**config.mk**
```make
export PLATFORM = sky130hd
export DESIGN_NAME = uart_rx
export DESIGN_NICKNAME = d
export VERILOG_FILES = /design/src/rtl/uart_pkg.sv /design/src/rtl/uart_fifo.sv /design/src/rtl/uart_rx.sv
export SDC_FILE = /design/constraint.sdc
export NUM_CORES = 1
export LEC_CHECK = 0
export CORE_AREA = 10 10 96 161
export DETAILED_ROUTE_END_ITERATION = 16
export DIE_AREA = 0 0 106 171
export PLACE_DENSITY = 0.42
export SLEW_MARGIN = 25
export SYNTH_ARGS = -nofsm -noshare
export SYNTH_HDL_FRONTEND = slang
export SYNTH_HIERARCHICAL = 1
export SYNTH_SLANG_ARGS = --single-unit
export TNS_END_PERCENT = 50
```
**constraint.sdc**
```tcl
create_clock -name clk -period 5.5 [get_ports clk]
set_clock_uncertainty 0.1 [all_clocks]
set_input_delay 0.55 -clock clk [delete_from_list [all_inputs] [get_ports clk]]
set_output_delay 0.55 -clock clk [all_outputs]
set_load 0.01 [all_outputs]
```
**src/rtl/uart_pkg.sv**
```systemverilog
// uart_pkg: shared types and constants for the UART receive/transmit paths
package uart_pkg;
  typedef enum logic [1:0] {IDLE, START, DATA, STOP} uart_rx_state_t;
  localparam int UART_DATA_BITS = 8;
  localparam int UART_CLK_DIV = 868;
endpackage

```
**src/rtl/uart_fifo.sv**
```systemverilog
// uart_fifo: synchronous FIFO with registered pointers; write while full is allowed when a pop happens in the same cycle
module uart_fifo #(
  parameter int WIDTH = 8,
  parameter int DEPTH = 4
) (
  input  logic             clk,
  input  logic             rst,
  input  logic             wr_en,
  input  logic [WIDTH-1:0] wr_data,
  input  logic             rd_en,
  output logic [WIDTH-1:0] rd_data,
  output logic             full,
  output logic             empty
);
  localparam int AW = $clog2(DEPTH);
  logic [WIDTH-1:0] mem [DEPTH];
  logic [AW:0] wp, rp;
  logic do_rd, do_wr;
  assign empty = wp == rp;
  assign full = (wp[AW-1:0] == rp[AW-1:0]) && (wp[AW] != rp[AW]);
  assign do_rd = rd_en & ~empty;
  assign do_wr = wr_en & (~full | do_rd);
  assign rd_data = mem[rp[AW-1:0]];
  always_ff @(posedge clk or posedge rst) begin
    if (rst) begin
      wp <= '0;
      rp <= '0;
      mem <= '{default: '0};
    end else begin
      if (do_wr) mem[wp[AW-1:0]] <= wr_data;
      wp <= wp + {{AW{1'b0}}, do_wr};
      rp <= rp + {{AW{1'b0}}, do_rd};
    end
  end
endmodule

```
**src/rtl/uart_rx.sv**
```systemverilog
// uart_rx: 8N1 UART receiver with mid-bit sampling, stop-bit check and a receive FIFO
module uart_rx
  import uart_pkg::*;
#(
  parameter int CLK_DIV = UART_CLK_DIV,
  parameter int FIFO_DEPTH = 4
) (
  input  logic                      clk,
  input  logic                      rst,
  input  logic                      rxd,
  output logic [UART_DATA_BITS-1:0] dout,
  output logic                      dout_valid,
  input  logic                      dout_ready,
  output logic                      frame_err,
  output logic                      overrun,
  input  logic                      err_clr
);
  localparam logic [15:0] HALF = 16'(CLK_DIV / 2 - 1);
  localparam logic [15:0] FULL = 16'(CLK_DIV - 1);
  localparam logic [2:0] LAST = 3'(UART_DATA_BITS - 1);
  uart_rx_state_t state, state_n;
  logic [15:0] cnt, cnt_n;
  logic [2:0] idx, idx_n;
  logic [UART_DATA_BITS-1:0] sh, sh_n;
  logic s1, s2, prev, armed, fall, zero, good, ferr, full, empty, pop, push;
  logic [1:0] live;
  // the line only arms once a real synchronized high has been seen after reset
  assign fall = armed & prev & ~s2;
  assign zero = cnt == 16'd0;
  assign dout_valid = ~empty;
  assign pop = dout_valid & dout_ready;
  assign push = good & (~full | pop);
  always_comb begin
    state_n = state;
    cnt_n = zero ? cnt : cnt - 16'd1;
    idx_n = idx;
    sh_n = sh;
    good = 1'b0;
    ferr = 1'b0;
    case (state)
      IDLE: if (fall) begin
        state_n = START;
        cnt_n = HALF;
      end
      START: if (zero) begin
        state_n = s2 ? IDLE : DATA;
        cnt_n = FULL;
        idx_n = 3'd0;
      end
      DATA: if (zero) begin
        sh_n = {s2, sh[UART_DATA_BITS-1:1]};
        cnt_n = FULL;
        idx_n = idx + 3'd1;
        state_n = idx == LAST ? STOP : DATA;
      end
      STOP: if (zero) begin
        state_n = IDLE;
        good = s2;
        ferr = ~s2;
      end
      default: state_n = IDLE;
    endcase
  end
  always_ff @(posedge clk or posedge rst) begin
    if (rst) begin
      s1 <= 1'b1;
      s2 <= 1'b1;
      prev <= 1'b1;
      live <= 2'b00;
      armed <= 1'b0;
      state <= IDLE;
      cnt <= '0;
      idx <= '0;
      sh <= '0;
      frame_err <= 1'b0;
      overrun <= 1'b0;
    end else begin
      s1 <= rxd;
      s2 <= s1;
      prev <= s2;
      live <= {live[0], 1'b1};
      armed <= armed | (live[1] & s2);
      state <= state_n;
      cnt <= cnt_n;
      idx <= idx_n;
      sh <= sh_n;
      frame_err <= ferr;
      overrun <= (good & full & ~pop) | (overrun & ~err_clr);
    end
  end
  uart_fifo #(.WIDTH(UART_DATA_BITS), .DEPTH(FIFO_DEPTH)) fifo (
    .clk(clk),
    .rst(rst),
    .wr_en(push),
    .wr_data(sh_n),
    .rd_en(pop),
    .rd_data(dout),
    .full(full),
    .empty(empty)
  );
endmodule

```
; ---- Word-level counts from Yosys, hierarchy flattened
; Index checks and enable logic that the tools add are counted.
[word_totals]
out_inout_bits = 11
register_bits = 75
wordCells = 90
[op_classes]
magnitude_cmp = 3
n_eq_ne = 11
n_mux = 26
n_addsub = 4
n_reduce_logical = 8
n_bitwise = 21
[ops]
columns = cell, count
row1 = $mux W16, 3
row2 = $mux W8, 5
row3 = $bwmux W32, 1
row4 = $pmux W16 S2, 1
row5 = $bmux W8 S2, 1
row6 = $demux W8 S2, 1
row7 = $logic_not A16 Y1, 1
row8 = $sub A16 B1 Y16 const B, 1
row9 = $and A1 B1 Y1, 10
row10 = $mux W2, 5
row11 = $ne A2 B2 Y1 const B, 4
row12 = $pmux W2 S4, 1
row13 = $add A3 B1 Y3, 2
row14 = $ge A3 B3 Y1 const B, 2
row15 = $mux W3, 2
row16 = $not A2 Y3, 2
row17 = $pmux W3 S2, 1
row18 = $mux W1, 5
row19 = $not A1 Y1, 5
row20 = $eq A2 B2 Y1 const B, 2
row21 = $or A1 B1 Y1, 4
row22 = $reduce_and A4 Y1, 1
row23 = $add A3 B1 Y3 const B, 1
row24 = $eq A3 B3 Y1, 1
row25 = 10 further kinds, 11

; ---- Logic depth before layout (Yosys ltp)
[depth]
ltp_word = 7
mapped_depth = 12
mapped_depth_nobuf = 11

; ---- Hierarchy
; The synthesis kept the hierarchy.
[by_module_without_submodules]
columns = module, instances, cells_per_inst, area_per_inst_um2, seq_area_each_um2
row1 = uart_rx, 1, 171, 1893.1, 929.6
row2 = uart_fifo, 1, 105, 1859.3, 950.9

; ---- Worst setup path before layout
; Ideal clock, no wire load.
[synth_timing]
kind = reg-to-reg
from = reg cnt[0]
to = reg fifo/mem[10] (netlist name)
arrival_time_ns = 2.153
stages_incl_launch_ff = 11
setup_time_ns = 0.125
n_path_buf = 2
required_ns = 5.275
setup_slack_ns = 3.122
path_cell_list = dfrtp_1 > inv_1 > ha_1 > nor4b_2 > and4_1 > buf_6 > nand3_1 > a21oi_1 > and4b_1 > buf_6 > mux2_4
[synth_via]
elab_chain_len = 5
[synth_rtl]
columns = element, line
row1 = from (decl), uart_rx.sv:22  ; logic [15:0] cnt, cnt_n;
row2 = from (signal assigned), uart_rx.sv:84  ; cnt <= cnt_n;
row3 = $logic_not A16 Y1, uart_rx.sv:29  ; assign zero = cnt == 16'd0;
row4 = $mux W1, uart_rx.sv:56  ; STOP: if (zero) begin
row5 = $mux W1, uart_rx.sv:40  ; case (state)
row6 = $and A1 B1 Y1, uart_rx.sv:32  ; assign push = good & (~full | pop);
row7 = net push, uart_rx.sv:25  ; logic s1, s2, prev, armed, fall, zero, good, ferr, full, empty, pop, push;
row8 = $and A1 B1 Y1, uart_fifo.sv:22  ; assign do_wr = wr_en & (~full | do_rd);
row9 = "to (signal, indexed assignment)", uart_fifo.sv:30  ; if (do_wr) mem[wp[AW-1:0]] <= wr_data;
row10 = to (decl), uart_fifo.sv:16  ; logic [WIDTH-1:0] mem [DEPTH];
; The timed path passes the listed nets, and every way through them passes these cells.
; A chain may end at the register's enable or synchronous reset.

; ---- Worst setup path after layout
[layout_timing]
from = reg cnt[0]
to = reg fifo/mem[19] (netlist name)
; The elaborated chain is that of the path after synthesis.

==> key figures <==
Timing
  – Setup slack after layout: 2.31 ns
  – RSZ-0062 raised after global routing: no
  – Fmax: 0.313 GHz
  – Slew at the pin closest to its max-slew limit: 0.656 ns
  – Final Setup Violations: 0
  – Final min period: 3.19 ns
  – Fin crit share: 58.0%
  – Hold WS: 0.250 ns
  – Final Max Tran Viols: 0
  – Max_slew headroom: 56.2%
  – Setup TNS: 0 ns
  – Final hold violations: 0

Placement
  – Placed wire-length estimate: 5.43 mm
  – Placed cells: 454
  – Setup slack at placement: 2.33 ns
  – RD Place Congestion: 0.741
  – I/O Buffers: 15

Die
  – Die width: 106 um
  – Starting Density: 29.3%
  – Num rows: 55
  – Die area: 18,100 um2
  – I/O pin total: 16
  – Die Ht: 171 um
  – Core Region: 12,800 um2

Clock tree
  – Clock buffer depth: 2
  – Setup Buffers After CTS: 0
  – H-tree levels: 3
  – Post_cts resized: 0
  – Sink Count: 75
  – Post-CTS Hold Buffers: 0
  – Clk_lat worst skew: 0.33 ns
  – CTS tree: done
  – Total CTS buffers: 9
  – CTS Root Cell: clkbuf_16
  – Clock Pin Slew Worst Setup and Hold Paths: 0.06 ns

Final layout
  – Ant. Diodes: 0
  – Area growth, synth to finish: 15.1%
  – Layout cells sized above 1: 28.1%
  – Post-Layout Cell Count: 470
  – # nets final: 311

Worst setup path
  – Crit Path Class: register to register
  – Crit path DAT: 3.31 ns
  – CP Launch Type: register
  – Critical Path End Type: register
  – Data required time of the worst path: 5.62 ns
  – CP max FO: 9

Synth
  – Syn Std Cell Area: 3750 um2
  – Simple-gate share of the synthesized area: 12.1%
  – Seq cells post-synth: 75
  – Compound-cell area share of the yosys netlist: 6.90%
  – Synth Area per Inst: 13.6 um2
  – Mapped Cells: 276
  – Mux contribution to synthesized area: 19.6%
  – Post-Synth Adder-Cell Area: 4.00%
  – Library cells used by synthesis: 56
  – Xor/xnor cell area share of the yosys netlist: 3.20%
  – Share of the synthesized area in the top cell type: 48.0%
  – Area contributors post-synth: dfrtp_1, mux2_4, mux2_2, ha_1, mux4_2
  – Seq/Total Area, Yosys: 50.1%
  – Area leader, netlist: dfrtp_1
  – Largest family of logic cells by synthesized area: multiplexers
  – Syn_nets: 293
  – Yosys warnings: 6

Drt
  – WL met2: 4.14 mm
  – Post-DR wirelength/cell: 16.3 um
  – Met3 wire len: 217 um
  – Post-DRT Antenna Nets: 0
  – Vias per cell: 4.63
  – Initial DRC Count: 68
  – Vias: 2,174
  – Highest Signal Layer: met4
  – Routed WL: 7.66 mm
  – Wl on met1: 3.15 mm
  – Drt pass-1 iters: 4
  – Detailed-route DRC error count: 0

Pwr
  – Pwr dens: 436 nW/um2
  – Leak Pwr: 1.98 nW
  – VDD IR-drop max: 232 uV
  – Tot Pwr: 1.88 mW

Outcome
  – Status: finished, final reports clean

GRT
  – Initial antenna violation count: 0
  – Gr usage total: 9.30%
  – Remaining global-route overflow: 0
  – Largest net degree at the start of global routing: 39
  – Vias in the first global route: 2,418
  – First-pass GRT wire length: 13.1 mm

Run
  – Max-Cap Viols: 0

Hold path
  – Hold WC Path Type: register to register
layer usage:
| metal | GRT usage [%] | up-vias |
|---|---|---|
| met1 | 10.2 | 1103 |
| met4 | 4.61 | 0 |
| li1 | - | 1035 |
| met2 | 16.4 | 25 |
| met5 | 0 | - |
| met3 | 2.15 | 11 |
metrics by stage:
stage	utilization, %	cell area (um2)
after floorplan	-	3750
after global placement	31.5	4030
after detailed placement	31.5	4030
after CTS	33.7	4320
after global routing	33.7	4320
final	33.7	4320
worst max-delay path, stage by stage, from the launching register on:
cell     delay, ns
dfrtp_1       0.39
inv_1         0.06
ha_1          0.18
nor4b_2       0.29
and4_1        0.57
nand3_1       0.17
a21oi_1       0.28
and4b_1       0.68
mux2_4        0.35
synth_stat cells (all sizes together):
library cell	instances
a41o	1
buf	8
mux2	40
a21oi	5
a21o	1
nor4b	1
o211ai	1
nand4b	2
nor2	17
a221oi	1
inv	11
a22o	5
or4b	1
dfrtp	72
nor4	3
o41a	1
a31oi	4
a311oi	1
and2	3
or3	3
clkbuf	2
and3	4
or3b	1
nand3	5
and4b	2
nand3b	1
nor3	7
nor2b	3
xnor2	4
and4	2
mux4	8
dfstp	3
conb	1
o21ai	9
o22ai	1
a211oi	4
nand2	12
ha	12
o21a	1
xor2	8
or4	2
nand2b	3
cell type report:
type                            instances  area [um2]
Fill cell                            1327        8480
Tap cell                              171         214
Sequential cell                        75        1880
Clock inverter                          5        35.0
Inverter                               11        46.3
Multi-Input combinational cell        180        1720
Clock buffer                           11         253
Timing Repair Buffer                   17         165
placed cells by master, fill, tap and decap left out, types with 4 or more instances in the layout:
master / netlist / layout
inv_1: 10 / 10
a22o_1: 5 / 5
mux4_2: 5 / 5
a31oi_1: 4 / 4
nor3_1: 6 / 6
a21oi_1: 4 / 4
mux2_4: 25 / 25
o21ai_0: 9 / 9
nand2_1: 10 / 10
clkbuf_16: 0 / 9
xor2_1: 8 / 8
nand3_1: 5 / 5
clkdlybuf4s50_1: 0 / 15
mux2_2: 15 / 15
dfrtp_1: 72 / 72
nor2_1: 17 / 17
ha_1: 12 / 12
power breakdown:
| part | internal [mW] | switching [mW] |
|---|---|---|
| Sequential | 0.626 | 0.124 |
| Clock | 0.332 | 0.232 |
| Combinational | 0.255 | 0.313 |
| Total | 1.21 | 0.669 |
path summary, 6_finish.rpt:
path,from,end,slack (ns),cells past startpoint
worst max-delay path,cnt[0],fifo/mem[19],2.31,8
max in group asynchronous,rst,fifo/mem[21],4.36,3
worst min register to register,live[0],live[1],0.25,0
min in group asynchronous,rst,frame_err,0.56,3
worst min-delay path,live[0],live[1],0.25,0
worst max register to register,cnt[0],fifo/mem[19],2.31,8
kinds of logic after synthesis:
group	Yosys count
DFF	75
and+or+nand+nor	72
muxes	48
AOI/OAI and AO/OA	35
buffers and inverters	21
adders and majority gates	12
xor gates and xnor gates	12
other	1
registers in the layout (all words and copies together), names as in the netlist, 2 cells and up, named ones only:
name and count:
fifo/mem 32, cnt 16, sh 8, fifo/rp 3
fifo/wp 3, idx 3, live 2
(Power assumes the default switching activity.)
